$ cat src/rtl/mem_stage_lsu.sv
// mem_stage_lsu -- MEM-stage load/store unit.
//
// Turns the EX/MEM memory request into one transaction on a registered
// data-memory bus, stalls the pipeline while it is outstanding, and formats
// load data for MEM/WB.
//
// Optional feature: define LSU_TIMEOUT_EN to add a WAIT-state watchdog. After
// 255 WAIT cycles without dmem_ready the access is abandoned, mem_read_data is
// cleared, and mem_bus_error pulses for one cycle. Without the macro there is
// no counter, no mem_bus_error port, and WAIT lasts until dmem_ready.
//
// Ports:
//   clk, rst            clock (rising edge), synchronous active-low reset
//   exmem_ula_result    effective byte address
//   exmem_rs2_data      store data
//   exmem_funct3        size/sign (000 B, 001 H, 010 W, 100 BU, 101 HU,
//                       011/110/111 treated as word)
//   exmem_MemRead/Write access request (both high -> store)
//   mem_read_data       formatted load result (registered, held)
//   mem_stall           pipeline freeze
//   mem_misaligned      fault pulse for a misaligned access (no bus request)
//   dmem_*              registered data-memory request bus, dmem_ready/rdata in
//   mem_bus_error       (LSU_TIMEOUT_EN only) watchdog expiry pulse
//   dbg_state           current FSM state (0 IDLE, 1 WAIT, 2 DONE)
//
// Memory handshake: dmem_req is a valid that rises in WAIT and stays high with
// addr/wdata/wstrb/we frozen until the cycle dmem_ready is sampled high at a
// rising clk edge; that edge completes the transfer and dmem_req drops on the
// next cycle. dmem_ready is ignored whenever dmem_req is low.

module mem_stage_lsu (
  input  logic        clk,
  input  logic        rst,
  input  logic [31:0] exmem_ula_result,
  input  logic [31:0] exmem_rs2_data,
  input  logic [2:0]  exmem_funct3,
  input  logic        exmem_MemRead,
  input  logic        exmem_MemWrite,
  output logic [31:0] mem_read_data,
  output logic        mem_stall,
  output logic        mem_misaligned,
  output logic        dmem_req,
  output logic        dmem_we,
  output logic [31:0] dmem_addr,
  output logic [31:0] dmem_wdata,
  output logic [3:0]  dmem_wstrb,
  input  logic        dmem_ready,
  input  logic [31:0] dmem_rdata,
`ifdef LSU_TIMEOUT_EN
  output logic        mem_bus_error,
`endif
  output logic [1:0]  dbg_state
);

  typedef enum logic [1:0] {
    IDLE = 2'd0,
    WAIT = 2'd1,
    DONE = 2'd2
  } state_t;

  state_t      state;
  logic [2:0]  ld_funct3;   // funct3 of the in-flight access, for load formatting

  logic        access;
  logic        aligned;
  logic        issue;
  logic [31:0] st_wdata;
  logic [3:0]  st_wstrb;
  logic [7:0]  ld_byte;
  logic [15:0] ld_half;
  logic [31:0] ld_data;

`ifdef LSU_TIMEOUT_EN
  logic [7:0]  to_cnt;
`endif

  assign dbg_state = state;

  // ---------------------------------------------------------------------------
  // Request decode
  // ---------------------------------------------------------------------------
  assign access = exmem_MemRead | exmem_MemWrite;

  always_comb begin
    aligned = 1'b1;
    case (exmem_funct3[1:0])
      2'b00:   aligned = 1'b1;
      2'b01:   aligned = ~exmem_ula_result[0];
      default: aligned = (exmem_ula_result[1:0] == 2'b00);
    endcase
  end

  assign issue = access & aligned;

  // Combinational so the stall is visible in the same cycle the access arrives.
  assign mem_stall      = rst & (((state == IDLE) & issue) | (state == WAIT));
  assign mem_misaligned = rst & (state == IDLE) & access & ~aligned;

  // Store lane steering: data replicated on every lane, strobes pick the lanes.
  always_comb begin
    st_wdata = exmem_rs2_data;
    st_wstrb = 4'b1111;
    case (exmem_funct3[1:0])
      2'b00: begin
        st_wdata = {4{exmem_rs2_data[7:0]}};
        st_wstrb = 4'b0001 << exmem_ula_result[1:0];
      end
      2'b01: begin
        st_wdata = {2{exmem_rs2_data[15:0]}};
        st_wstrb = exmem_ula_result[1] ? 4'b1100 : 4'b0011;
      end
      default: begin
        st_wdata = exmem_rs2_data;
        st_wstrb = 4'b1111;
      end
    endcase
  end

  // Load lane extraction from the registered address of the in-flight access.
  always_comb begin
    ld_byte = dmem_rdata[7:0];
    case (dmem_addr[1:0])
      2'b00: ld_byte = dmem_rdata[7:0];
      2'b01: ld_byte = dmem_rdata[15:8];
      2'b10: ld_byte = dmem_rdata[23:16];
      2'b11: ld_byte = dmem_rdata[31:24];
      default: ld_byte = dmem_rdata[7:0];
    endcase
    ld_half = dmem_addr[1] ? dmem_rdata[31:16] : dmem_rdata[15:0];
    ld_data = dmem_rdata;
    case (ld_funct3[1:0])
      2'b00:   ld_data = ld_funct3[2] ? {24'b0, ld_byte}
                                      : {{24{ld_byte[7]}}, ld_byte};
      2'b01:   ld_data = ld_funct3[2] ? {16'b0, ld_half}
                                      : {{16{ld_half[15]}}, ld_half};
      default: ld_data = dmem_rdata;
    endcase
  end

  // ---------------------------------------------------------------------------
  // FSM and registered bus
  // ---------------------------------------------------------------------------
  always_ff @(posedge clk) begin
    if (!rst) begin
      state         <= IDLE;
      dmem_req      <= 1'b0;
      dmem_we       <= 1'b0;
      dmem_addr     <= 32'h0;
      dmem_wdata    <= 32'h0;
      dmem_wstrb    <= 4'h0;
      mem_read_data <= 32'h0;
      ld_funct3     <= 3'b000;
`ifdef LSU_TIMEOUT_EN
      to_cnt        <= 8'h0;
      mem_bus_error <= 1'b0;
`endif
    end else begin
`ifdef LSU_TIMEOUT_EN
      mem_bus_error <= 1'b0;
`endif
      case (state)
        IDLE: begin
          if (issue) begin
            state      <= WAIT;
            dmem_req   <= 1'b1;
            dmem_we    <= exmem_MemWrite;
            dmem_addr  <= exmem_ula_result;
            dmem_wdata <= exmem_MemWrite ? st_wdata : 32'h0;
            dmem_wstrb <= exmem_MemWrite ? st_wstrb : 4'h0;
            ld_funct3  <= exmem_funct3;
`ifdef LSU_TIMEOUT_EN
            to_cnt     <= 8'h0;
`endif
          end
        end
        WAIT: begin
          if (dmem_ready) begin
            state    <= DONE;
            dmem_req <= 1'b0;
            dmem_we  <= 1'b0;
            // A store (including read+write) leaves the load result untouched.
            if (!dmem_we) mem_read_data <= ld_data;
          end
`ifdef LSU_TIMEOUT_EN
          // 254 means this is the 255th cycle without a response.
          else if (to_cnt == 8'd254) begin
            state         <= DONE;
            dmem_req      <= 1'b0;
            dmem_we       <= 1'b0;
            mem_read_data <= 32'h0;
            mem_bus_error <= 1'b1;
            to_cnt        <= 8'd255;
          end else begin
            to_cnt <= to_cnt + 8'd1;
          end
`endif
        end
        DONE: begin
          // One non-stalled cycle lets the pipeline move past this instruction
          // so it is not issued a second time.
          state <= IDLE;
        end
        default: state <= IDLE;
      endcase
    end
  end

endmodule

$ cat config.mk
export PLATFORM = sky130hd
export DESIGN_NAME = mem_stage_lsu
export DESIGN_NICKNAME = d
export VERILOG_FILES = /design/src/rtl/mem_stage_lsu.sv
export SDC_FILE = /design/constraint.sdc
export NUM_CORES = 1
export LEC_CHECK = 0
export ABC_AREA = 1
export CAP_MARGIN = 25
export CORE_MARGIN = 3
export CORE_UTILIZATION = 46
export DETAILED_ROUTE_END_ITERATION = 6
export GPL_TIMING_DRIVEN = 0
export PLACE_DENSITY = 0.91
export SLEW_MARGIN = 20
export SYNTH_ARGS = -nofsm -noshare
export SYNTH_HDL_FRONTEND = slang
export SYNTH_SLANG_ARGS = --single-unit
export TNS_END_PERCENT = 1
$ cat constraint.sdc
create_clock -name clk -period 4.1 [get_ports clk]
set_input_delay 0.41 -clock clk [delete_from_list [all_inputs] [get_ports clk]]
set_output_delay 0.41 -clock clk [all_outputs]
set_load 0.02 [all_outputs]
# After elaboration in Yosys (flattened, before gate mapping)
# Cells that the tools add are included.
[word_totals]
elab_cells = 57
latch_bits = 0
romBits = 0
out_inout_bits = 106
ramBits = 0
inputBits = 104
ff_bits = 107
n_memories = 0
[classes]
shift = 1
n_reduce_logical = 10
eq_ne = 8
muxes = 19
div = 0
order_cmp = 0
addsub = 0
mul = 0
n_bitwise = 11
[ops]
columns = ["op", "count"]
rows = [
  ["case mux 32 bit (2 select lines)", 2],
  ["two-way mux 32 bit", 3],
  ["case mux 8 bit (4 select lines)", 1],
  ["two-way mux 16 bit", 1],
  ["logical NOT 2 bit", 5],
  ["== test 2 x 1 -> 1 bit (second input constant)", 4],
  ["two-way mux 4 bit", 2],
  ["case mux 4 bit (2 select lines)", 1],
  ["bitwise AND 1 bit", 6],
  ["case mux 1 bit (2 select lines)", 3],
  ["AND reduction 3 bit", 2],
  ["== test 2 bit (second input constant)", 2],
  ["two-way mux 2 bit", 2],
  ["!= test 2 bit (second input constant)", 2],
  ["case mux 2 bit (2 select lines)", 1],
  ["AND reduction 2 bit", 2],
  ["<< shifter 1 x 2 -> 4 bit (first input constant)", 1],
  ["two-way mux 1 bit", 3],
  ["inverter 1 bit", 3],
  ["OR 1 bit", 2],
  ["nonzero test 2 bit", 1],
]

# Logic depth before layout (Yosys ltp)
# Gate-level depths: netlist of run 1.
[logic_depth]
word_depth = 6
ltp_mapped = 9
ltp_nobuf = 8

# Least setup slack after synthesis of run 1
# OpenSTA, ideal clock, no wires.
[synth_timing]
path_type = "in2out"
startpoint = "input port exmem_funct3[1]"
endpoint = "output port mem_stall"
arrival_time_ns = 1.471
n_path_buf = 2
path_stages = 7
slack_ns = 2.219
path_cell_list = "inv_2 > nand2_4 > nand2_2 > nand3_4 > buf_4 > buf_4 > a21oi_1"
[synth_via]
elab_chain_len = 6
[synth_rtl]
columns = ["item", "line", "source"]
rows = [
  ["start: declaration", "36", "input logic [2:0] exmem_funct3,"],
  ["== test 2 x 1 -> 1 bit / logical NOT 2 bit (equally long branches)", "86", "case (exmem_funct3[1:0])"],
  ["case mux 1 bit (2 select lines) *", "86", ""],
  ["bitwise AND 1 bit *", "93", "assign issue = access & aligned;"],
  ["bitwise AND 1 bit *", "96", "assign mem_stall = rst & (((state == IDLE) & issue) | (state == WAIT));"],
  ["OR 1 bit *", "96", ""],
  ["bitwise AND 1 bit *", "96", ""],
  ["end: declaration", "40", "output logic mem_stall,"],
]
# Every way passes the cells marked *; elsewhere a longest branch is shown, timed or not.

# Worst setup path after layout of run 1
[layout_timing]
startpoint = "input port rst"
endpoint = "output port mem_misaligned"
[layout_via]
elab_chain_len = 3
[layout_rtl]
columns = ["item", "line", "source"]
rows = [
  ["start: declaration", "33", "input logic rst,"],
  ["bitwise AND 1 bit (3 in a row)", "97", "assign mem_misaligned = rst & (state == IDLE) & access & ~aligned;"],
  ["end: declaration", "41", "output logic mem_misaligned,"],
]
# No other way between the ends.

==> reports/metrics.cfg, run 1 <==
[outcome]
status=completed

[global_route]
grt_antenna_before_repair=0
overflow=0
grt_max_degree=21
grt_pass1_vias=5284
grt_pass1_wl_mm=25.9
grtUsageTotal=0.282

[synthesis]
yosysUniqueCellTypes=29
syn_area_per_cell_sq_um=6.94
yosysTopAreaCellShare=0.448
synth.yosys.seq_area_share=0.448
synth_edf_count=0
syn-instance-count=690
synth.most_common_cell=nand2_1
synth_warnings=0
synthFlopType=dfxtp_1
netlist_area_sq_um=4790
synth_area_leaders=dfxtp_1 (45%), nand2_1 (14%), o21ai_0 (9.2%)
syn_nets=794
synth_common_cells=nand2_1 (183), dfxtp_1 (107), o21ai_0 (88)
synth_top_area_cell=dfxtp_1
synth_seq_cells=107
async_reset_ff_frac=0

[detailed_routing]
dr.pass1.iters=6
drc=0
drtIter0Drc=315
detail-route-antenna-nets=0
post_drt_wl_per_cell_um=15.8
via_count=5546
drt_wl_total_mm=16.6
viasPerCell=5.29

[power_and_ir_drop]
p_sw_frac=0.334
total_power_mw=2.51
p_switching_mw=0.840
peakVddDrop_v=0.000256
seq_power_share=0.460
p_int_mw=1.67
power_frac_comb=0.288
power.density_nw_per_um2=348
pwr-share-clk=0.253
p_leak_nw=2.92

[timing]
fin_crit_ps=3070
finalSetupViolations=0
finClkSkew_ps=19.8
tightestPinTransition_ps=489
fmax_ghz=0.326
timing.final.crit_share=0.749
finalMaxSlewViolations=0
relSlewSlack=0.674
whs_ps=470
hold_viol_final=0
setup_slack_ps=1030
fin_tns_setup_ps=0
rsz0062_at_grt=no

[placed_design]
post-place-ws_ps=1040
dp_hpwl_mm=12.7
port-buffer-count=209
routabilityCongestion=0.926
dp.cells=1032
dpl_cell_area_sq_um=7040

[cells_and_area]
stdcell_count=1048
finish.net_count=1014
drive_above_1_share=0.0514
final.fill_count=768
fin_util=0.727
postLayoutCellArea_sq_um=7230
antenna_cells=0
syn2layout_area_growth_pct=51.1

[critical_path]
crit_chain=clkdlybuf4s50_1 -> clkbuf_1 -> clkbuf_1 -> nand3_1 -> nor2_1 -> clkdlybuf4s50_1
r2r-end=mem_read_data[27]
arrival_ps=2660
cp-start-kind=primary input
cp_slowest_stage_delay_ps=670
worstReg2RegStart=dbg_state[0]
endpoint_kind=output pin
path_max_fanout=10
startpoint=rst
worst-r2r-cell-count=8
crit_slowest_cell=clkdlybuf4s50_1
reg2reg_slack_ps=2410
required_ps=3690
critPathKind=in2out

[hold_path]
holdPathStages=2
hp-class=reg2reg
hp-start=dmem_addr[24]
min_to=dmem_addr[24]

[clock_tree]
postCtsHoldBufs=0
clock_path_buffers=2
postCtsResizedCells=0
cts_root_buf=clkbuf_8
numCtsBuffers=9
cts_tree=done
clk_pin_slew_ps=100
postCtsSetupRepairBufs=0
cts_sinks=107
clkLatencyLatePin_ps=380
cts_htree_levels=3

[floorplan]
core_sq_um=9950
die_w_um=108
die_h_um=108
start_util=0.481
row_count=36
die-area_sq_um=11700
io_pins=210

[flow_run]
max_cap_violations=0

## registers in the layout, indices dropped and copies added (netlist names)
signal / cells
dmem_wdata: 32
ld_funct3: 3
dmem_we: 1
dbg_state: 2
dmem_req: 1
mem_read_data: 32
dmem_addr: 32
dmem_wstrb: 4
## layer usage
layer,wire (um),vias to the layer above,global-route usage
li1,-,2681,-
met1,6140,2487,0.324
met2,7920,332,0.481
met3,1930,46,0.0991
met4,598,0,0.111
met5,0,-,0
## worst max-delay path by stage
stage / to / slack, ps / cells past startpoint
floorplan: mem_stall / 2220 / 7
global placement: mem_misaligned / 1030 / 6
detailed placement: mem_misaligned / 1040 / 6
CTS: mem_misaligned / 1020 / 6
global route: mem_misaligned / 890 / 6
finish: mem_misaligned / 1030 / 6
## worst max-delay path, delay by kind of cell
kind	cells	cell delay (ps)
buffers and inverters	4	2020
AND/OR/NAND/NOR	2	220
## cells by family (layout without fill, tap and decap cells)
logic type             count (synthesis)  in the layout  share of synthesized area
DFF                                  107            107                      0.448
buffers and inverters                101            326                     0.0886
AOI/OAI and AO/OA                    213            213                      0.237
and+or+nand+nor                      269            269                      0.227
## area by class of cell
| class | count | area [sq um] | area share |
|---|---|---|---|
| clock inverters | 7 | 65.1 | 0.00899 |
| clock buffers | 9 | 124 | 0.0171 |
| flip-flops and latches | 107 | 2140 | 0.296 |
| plain buffers | 42 | 203 | 0.0280 |
| well taps | 133 | 166 | 0.0230 |
| inverters | 59 | 221 | 0.0306 |
| multi-input cells | 482 | 2220 | 0.307 |
| repair buffers | 209 | 2090 | 0.289 |
## cells in the final DEF (no fill, tap or decap), types with 3 or more instances in the layout
| cell | instances |
|---|---|
| a21oi_1 | 84 |
| buf_2 | 12 |
| buf_4 | 4 |
| clkbuf_1 | 23 |
| clkbuf_8 | 9 |
| clkdlybuf4s50_1 | 209 |
| dfxtp_1 | 107 |
| inv_1 | 53 |
| inv_2 | 4 |
| inv_6 | 3 |
| nand2_1 | 183 |
| nand3_1 | 13 |
| nor2_1 | 64 |
| o21ai_0 | 88 |
| o21ai_1 | 10 |
| o21bai_1 | 16 |
| o22ai_1 | 8 |
## power groups by stage
stage	sequential, mW	combinational [mW]	clock, mW
after global placement	1.17	0.705	0
after CTS	1.15	0.718	0.644
after global routing	1.16	0.783	0.682
final	1.16	0.723	0.635
after detailed placement	1.18	0.712	0
after floorplan	1.26	0.285	0
Note: power is estimated with default switching activity, not from simulation.
==> inputs of run 2 (changes only) <==
Settings changed: CORE_UTILIZATION 46 to 38, PLACE_DENSITY 0.91 to 0.8.
Clock period 4.1 ns to 2.6 ns, I/O delays scaled along.
==> run 2 against run 1 <==
Against the previous run:
- worst setup slack got worse by 900 ps
- sequential share of layout area fell by 0.59 points
- register-to-register slack got worse by 1500 ps
- critical path depth rose by 3
- design area rose by 2.0%
- die area rose by 20%
- clock skew fell by 13 ps
- global-route usage fell by 4.2 points
- combinational power rose by 58%
- critical endpoint is now mem_stall
==> reports/metrics.cfg, run 2 (same netlist as run 1, synthesis figures left out) <==
[outcome]
status=completed

[critical_path]
arrival_ps=2210  ; -450 ps
endpoint_kind=output pin
cpLargestDelayFamily=buffers and inverters
crit_chain=clkdlybuf4s50_1 -> inv_2 -> nand2_4 -> nand2_2 -> nand3_4 -> buf_4 -> buf_4 -> a21oi_1 -> dlygate4sd2_1
path_buf_inv=5  ; +1
critPathKind=in2out
crit_slowest_cell=clkdlybuf4s50_1
crit_top_cell=buf_4
cp-start-kind=primary input
required_ps=2340  ; -1350 ps
path_max_fanout=10  ; unchanged
cp_slowest_stage_delay_ps=500  ; -170 ps

[global_route]
grt_pass1_vias=5204  ; -1.5%
grt_max_degree=20  ; -4.8%
overflow=0  ; unchanged
grtUsageTotal=0.240  ; -0.0416
grt_pass1_wl_mm=27.1  ; +4.9%
grt_antenna_before_repair=0  ; unchanged

[timing]
finClkSkew_ps=6.55  ; -13.3 ps
relSlewSlack=0.644  ; -0.0297
whs_ps=450  ; -19.5 ps
fin_crit_ps=2470
hold_viol_final=0  ; unchanged
finalSetupViolations=0  ; unchanged
finalMaxSlewViolations=0  ; unchanged
timing.final.crit_share=0.950
fmax_ghz=0.405
tightestPinTransition_ps=533  ; +44.6 ps
rsz0062_at_grt=no
setup_slack_ps=130  ; -899 ps

[clock_tree]
clk_pin_slew_ps=80  ; -20 ps
clkLatencyLatePin_ps=360  ; -20 ps
clock_path_buffers=2  ; unchanged
cts_htree_levels=3  ; unchanged
postCtsSetupRepairBufs=0  ; unchanged
cts_root_buf=clkbuf_16
cts_tree=done
cts_sinks=107  ; unchanged
numCtsBuffers=9  ; unchanged

[cells_and_area]
drive_above_1_share=0.0536  ; +0.00219
fin_util=0.607  ; -0.120
final_cell_mix=clkdlybuf4s50_1 (207), nand2_1 (183), dfxtp_1 (107), o21ai_0 (88), a21oi_1 (84)
finish.net_count=1014  ; unchanged
stdcell_count=1083  ; +3.3%
final.fill_count=1118  ; +46%
postLayoutCellArea_sq_um=7380  ; +2.0%
final_common_cell=clkdlybuf4s50_1
syn2layout_area_growth_pct=54.2
antenna_cells=0  ; unchanged
largestRegisters=dmem_addr: 32 flops, dmem_wdata: 32 flops, mem_read_data: 32 flops

[power_and_ir_drop]
p_switching_mw=1.37  ; +64%
p_int_mw=2.93  ; +75%
power.density_nw_per_um2=584  ; +68%
power_frac_comb=0.265  ; -0.023
seq_power_share=0.423  ; -0.037
pwr-share-clk=0.312  ; +0.059
p_sw_frac=0.319  ; -0.0151
peakVddDrop_v=0.000381  ; +49%
p_leak_nw=2.99  ; +2.5%

[floorplan]
die_h_um=118  ; +9.5%
start_util=0.394  ; -0.0873
die-area_sq_um=14000  ; +20%
row_count=40  ; +11%
io_pins=210  ; unchanged
die_w_um=118  ; +9.5%
core_sq_um=12200  ; +22%

[detailed_routing]
post_drt_wl_per_cell_um=15.8  ; -0.26%
drc=0  ; unchanged
drtIter0Drc=443  ; +41%
via_count=5434  ; -2.0%
detail-route-antenna-nets=0  ; unchanged
drt_wl_total_mm=17.1  ; +3.1%
dr.pass1.iters=5  ; -1
viasPerCell=5.02  ; -5.2%

[placed_design]
port-buffer-count=209  ; unchanged
post-place-ws_ps=-186  ; -1220 ps
dp_hpwl_mm=12.9  ; +1.9%
dp.cells=1067  ; +3.4%
dpl_cell_area_sq_um=7090  ; +0.62%
routabilityCongestion=0.924  ; -0.22%

[hold_path]
hp-class=in2reg

[flow_run]
max_cap_violations=0  ; unchanged

[run 2: cell count changes in the layout (fill, tap and decap cells not counted), sizes merged]
cell	previous run	this run
dlymetal6s2s	0	1
clkdlybuf4s50	209	207
clkinv	3	5
inv	62	60
dlygate4sd2	0	1
[run 2: worst reg2reg max path, stage by stage, from the launching register on]
cell      delay (ps)
dfxtp_1          380
inv_1             60
nor2_2           150
nand2_1          100
inv_2            150
clkbuf_1         350
o21ai_0          170
o21bai_1         180
inv_1             50
[run 2: area by class of cell]
cell class                 instances  area (sq um)  area share
multi-input combinational        482          2220       0.301
sequential                       107          2140       0.290
timing repair buffer             209          2090       0.284
clock buffer                       9           225      0.0305
inverter                          59           221      0.0300
tap                              168           210      0.0285
buffer                            42           205      0.0278
clock inverter                     7          62.6     0.00848
[run 2: path summary, 6_finish.rpt]
| path | endpoint | slack [ps] | start | cells after the start |
|---|---|---|---|---|
| hold / removal | dmem_addr[2] | 450 | exmem_ula_result[2] | 3 |
| setup / recovery | mem_stall | 130 | exmem_funct3[1] | 9 |
| hold reg to reg | dmem_addr[16] | 470 | dmem_addr[16] | 2 |
| setup reg to reg | mem_read_data[27] | 900 | dbg_state[0] | 8 |
[run 2: layer usage]
layer	GRT usage	share of wire	up-vias	wire (um)
li1	-	-	2687	-
met1	0.292	0.41	2431	7040
met2	0.406	0.47	294	7990
met3	0.0828	0.11	22	1840
met4	0.0645	0.013	0	225
met5	0	0	-	0
[run 2: per-stage QoR]
stage	total power, mW	setup TNS [ps]
global placement	2.98	-316
detailed placement	2.99	-330
finish	4.31	0
floorplan	2.44	0
CTS	4.34	0
global route	4.51	0
[run 2: repair_timing]
item,in CTS,in global routing
gates resized for setup,3,1
pin swaps,0,0
setup endpoints to repair,2,1
hold buffers,0,0
[run 2: power by group through the flow]
stage,Clock (mW),Combinational (mW),Sequential (mW)
2_1_floorplan,0,0.449,1.99
3_3_place_gp,0,1.13,1.85
3_5_place_dp,0,1.13,1.86
4_1_cts,1.38,1.14,1.82
5_1_grt,1.44,1.24,1.83
6_report,1.34,1.14,1.82
==> inputs of run 3 (changes only) <==
Settings changed: CORE_UTILIZATION 38 to 50, DONT_BUFFER_PORTS from default to 1, PLACE_DENSITY 0.8 to 0.72, SLEW_MARGIN 20 to default.
Clock period 2.6 ns to 2 ns, I/O delays scaled along.
==> run 3 against run 2 <==
Against the previous run:
- routed wire length decreased by 8.1%
- power rose by 10%
- worst hold slack got worse by 420 ps
- first-iteration DRC count down 31%
- sequential share of layout area increased by 9.6 points
- global-route usage is 4.4 points higher
- largest power group unchanged
- highest routed layer unchanged
==> reports/metrics.cfg, run 3 (same netlist as run 1, synthesis figures left out) <==
[cells_and_area]
final_cell_mix=nand2_1 (183), dfxtp_1 (105), o21ai_0 (88), a21oi_1 (83), nor2_1 (63)
final.fill_count=896  ; -20%
final_common_cell=nand2_1
largestRegisters=dmem_addr: 32 flops, dmem_wdata: 32 flops, mem_read_data: 32 flops
drive_above_1_share=0.0698  ; +0.0162
syn2layout_area_growth_pct=16.1
postLayoutCellArea_sq_um=5550  ; -25%
regArea_sq_um=2140  ; +0.12%
finish.net_count=844  ; -17%
multi_input_area_sq_um=2240  ; +0.85%
antenna_cells=0  ; unchanged

[floorplan]
row_count=35  ; -13%
io_pins=210  ; unchanged
start_util=0.515  ; +0.122
die_w_um=104  ; -12%
core_sq_um=9280  ; -24%
die-area_sq_um=10800  ; -23%
die_h_um=104  ; -12%

[timing]
timing.final.crit_share=0.952
finalMaxSlewViolations=0  ; unchanged
fmax_ghz=0.525
tightestPinTransition_ps=538  ; +4.43 ps
fin_tns_setup_ps=0  ; unchanged
finalSetupViolations=0  ; unchanged
relSlewSlack=0.641  ; -0.00295
rsz0062_at_grt=no
fin_crit_ps=1900
hold_viol_final=0  ; unchanged
finClkSkew_ps=18.9  ; +12.4 ps
setup_slack_ps=96.4  ; -33.6 ps

[clock_tree]
clkLatencyLatePin_ps=370  ; about the same
clk_pin_slew_ps=120  ; +40 ps
postCtsSetupRepairBufs=0  ; unchanged
cts_root_buf=clkbuf_8
cts_htree_levels=3  ; unchanged
cts_tree=done
cts_sinks=107  ; unchanged
numCtsBuffers=9  ; unchanged
clock_path_buffers=2  ; unchanged

[detailed_routing]
drtIter0Drc=306  ; -31%
dr.pass1.iters=5  ; unchanged
post_drt_wl_per_cell_um=18.0  ; +14%
viasPerCell=5.66  ; +13%
drc=0  ; unchanged
drt_wl_total_mm=15.7  ; -8.1%
detail-route-antenna-nets=0  ; unchanged
via_count=4943  ; -9.0%

[global_route]
grt_pass1_vias=4982  ; -4.3%
grt_max_degree=21  ; +5.0%
overflow=0  ; unchanged
grt_antenna_before_repair=0  ; unchanged
grt_pass1_wl_mm=25.0  ; -7.9%
use_met3=0.0885  ; +0.00570
grt_use_met1=0.317  ; +0.0248
grtUsageTotal=0.284  ; +0.0437
use_met2=0.510  ; +0.104
top_usage_layer=met2

[critical_path]
endpoint_kind=output pin
path_buf_inv=2  ; -3
arrival_ps=1700  ; -510 ps
path_max_fanout=10  ; unchanged
crit_chain=nor2_4 -> nand3_4 -> buf_4 -> buf_4 -> a21oi_4
crit_slowest_cell=dfxtp_2
critPathKind=reg2out
cp_slowest_stage_delay_ps=400  ; -100 ps
cp-start-kind=flop
cpLargestDelayFamily=flip-flops
crit_top_cell=buf_4
required_ps=1800  ; -540 ps

[placed_design]
post-place-ws_ps=43.3  ; +229 ps
port-buffer-count=0  ; -100%
dpl_cell_area_sq_um=4950  ; -30%
dp_hpwl_mm=11.3  ; -13%
routabilityCongestion=0.880  ; -4.8%

[outcome]
status=completed

[power_and_ir_drop]
p_leak_nw=2.32  ; -22%
peakVddDrop_v=0.000384  ; +0.84%
power.density_nw_per_um2=855  ; +46%

[flow_run]
max_cap_violations=0  ; unchanged

[hold_path]
hp-class=in2reg

## run 3: cell count changes in the layout (fill, tap and decap cells not counted), sizes merged
| cell | previous run | this run |
|---|---|---|
| clkinv | 5 | 6 |
| dlygate4sd2 | 1 | 0 |
| clkinvlp | 1 | 0 |
| clkdlybuf4s50 | 207 | 0 |
| dlygate4sd3 | 0 | 39 |
| dlymetal6s2s | 1 | 0 |
## run 3: final cells by class
| type | instances | area share |
|---|---|---|
| inverters | 59 | 0.0399 |
| plain buffers | 42 | 0.0367 |
| clock buffers | 9 | 0.0223 |
| flip-flops and latches | 107 | 0.386 |
| multi-input cells | 482 | 0.403 |
| well taps | 129 | 0.0291 |
| repair buffers | 39 | 0.0703 |
| clock inverters | 7 | 0.0126 |
## run 3: report_power, final
part,switching (mW),internal [mW]
registers,0.294,2.29
logic,0.548,0.304
clock network,0.828,0.489
## run 3: what timing repair did
item | in CTS | in global routing
hold buffers | 39 | 0
endpoints found under the hold margin | 39 | 0
gates resized for setup | 5 | 3
setup endpoints to repair | 1 | 8
## run 3: final timing paths
path	from	slack, ps	to	depth (start not counted)
min	dmem_rdata[7]	30	mem_read_data[7]	2
max	dbg_state[1]	100	mem_stall	5
min reg2reg	ld_funct3[0]	510	ld_funct3[0]	2
max reg2reg	dmem_addr[1]	180	mem_read_data[19]	9
## run 3: metrics by stage
step | util | instances | hold WS (ps) | power, mW
after floorplan | - | 690 | 343 | 3.17
after global placement | 0.533 | 819 | 347 | 3.37
after detailed placement | 0.533 | 819 | 350 | 3.39
after CTS | 0.598 | 874 | 11.1 | 4.76
after global routing | 0.598 | 874 | 24.1 | 4.97
final | 0.598 | 874 | 34.9 | 4.75
## run 3: metal layers
layer | share of wire | up-vias
li1 | - | 2348
met1 | 0.38 | 2285
met2 | 0.50 | 268
met3 | 0.097 | 42
met4 | 0.025 | 0
met5 | 0 | -
## run 3: worst reg2reg max path, delay by kind of cell (launching register included)
family,cells,cell delay (ps)
compound gates,1,160
buf+inv,4,520
flops,1,490
simple gates,4,580
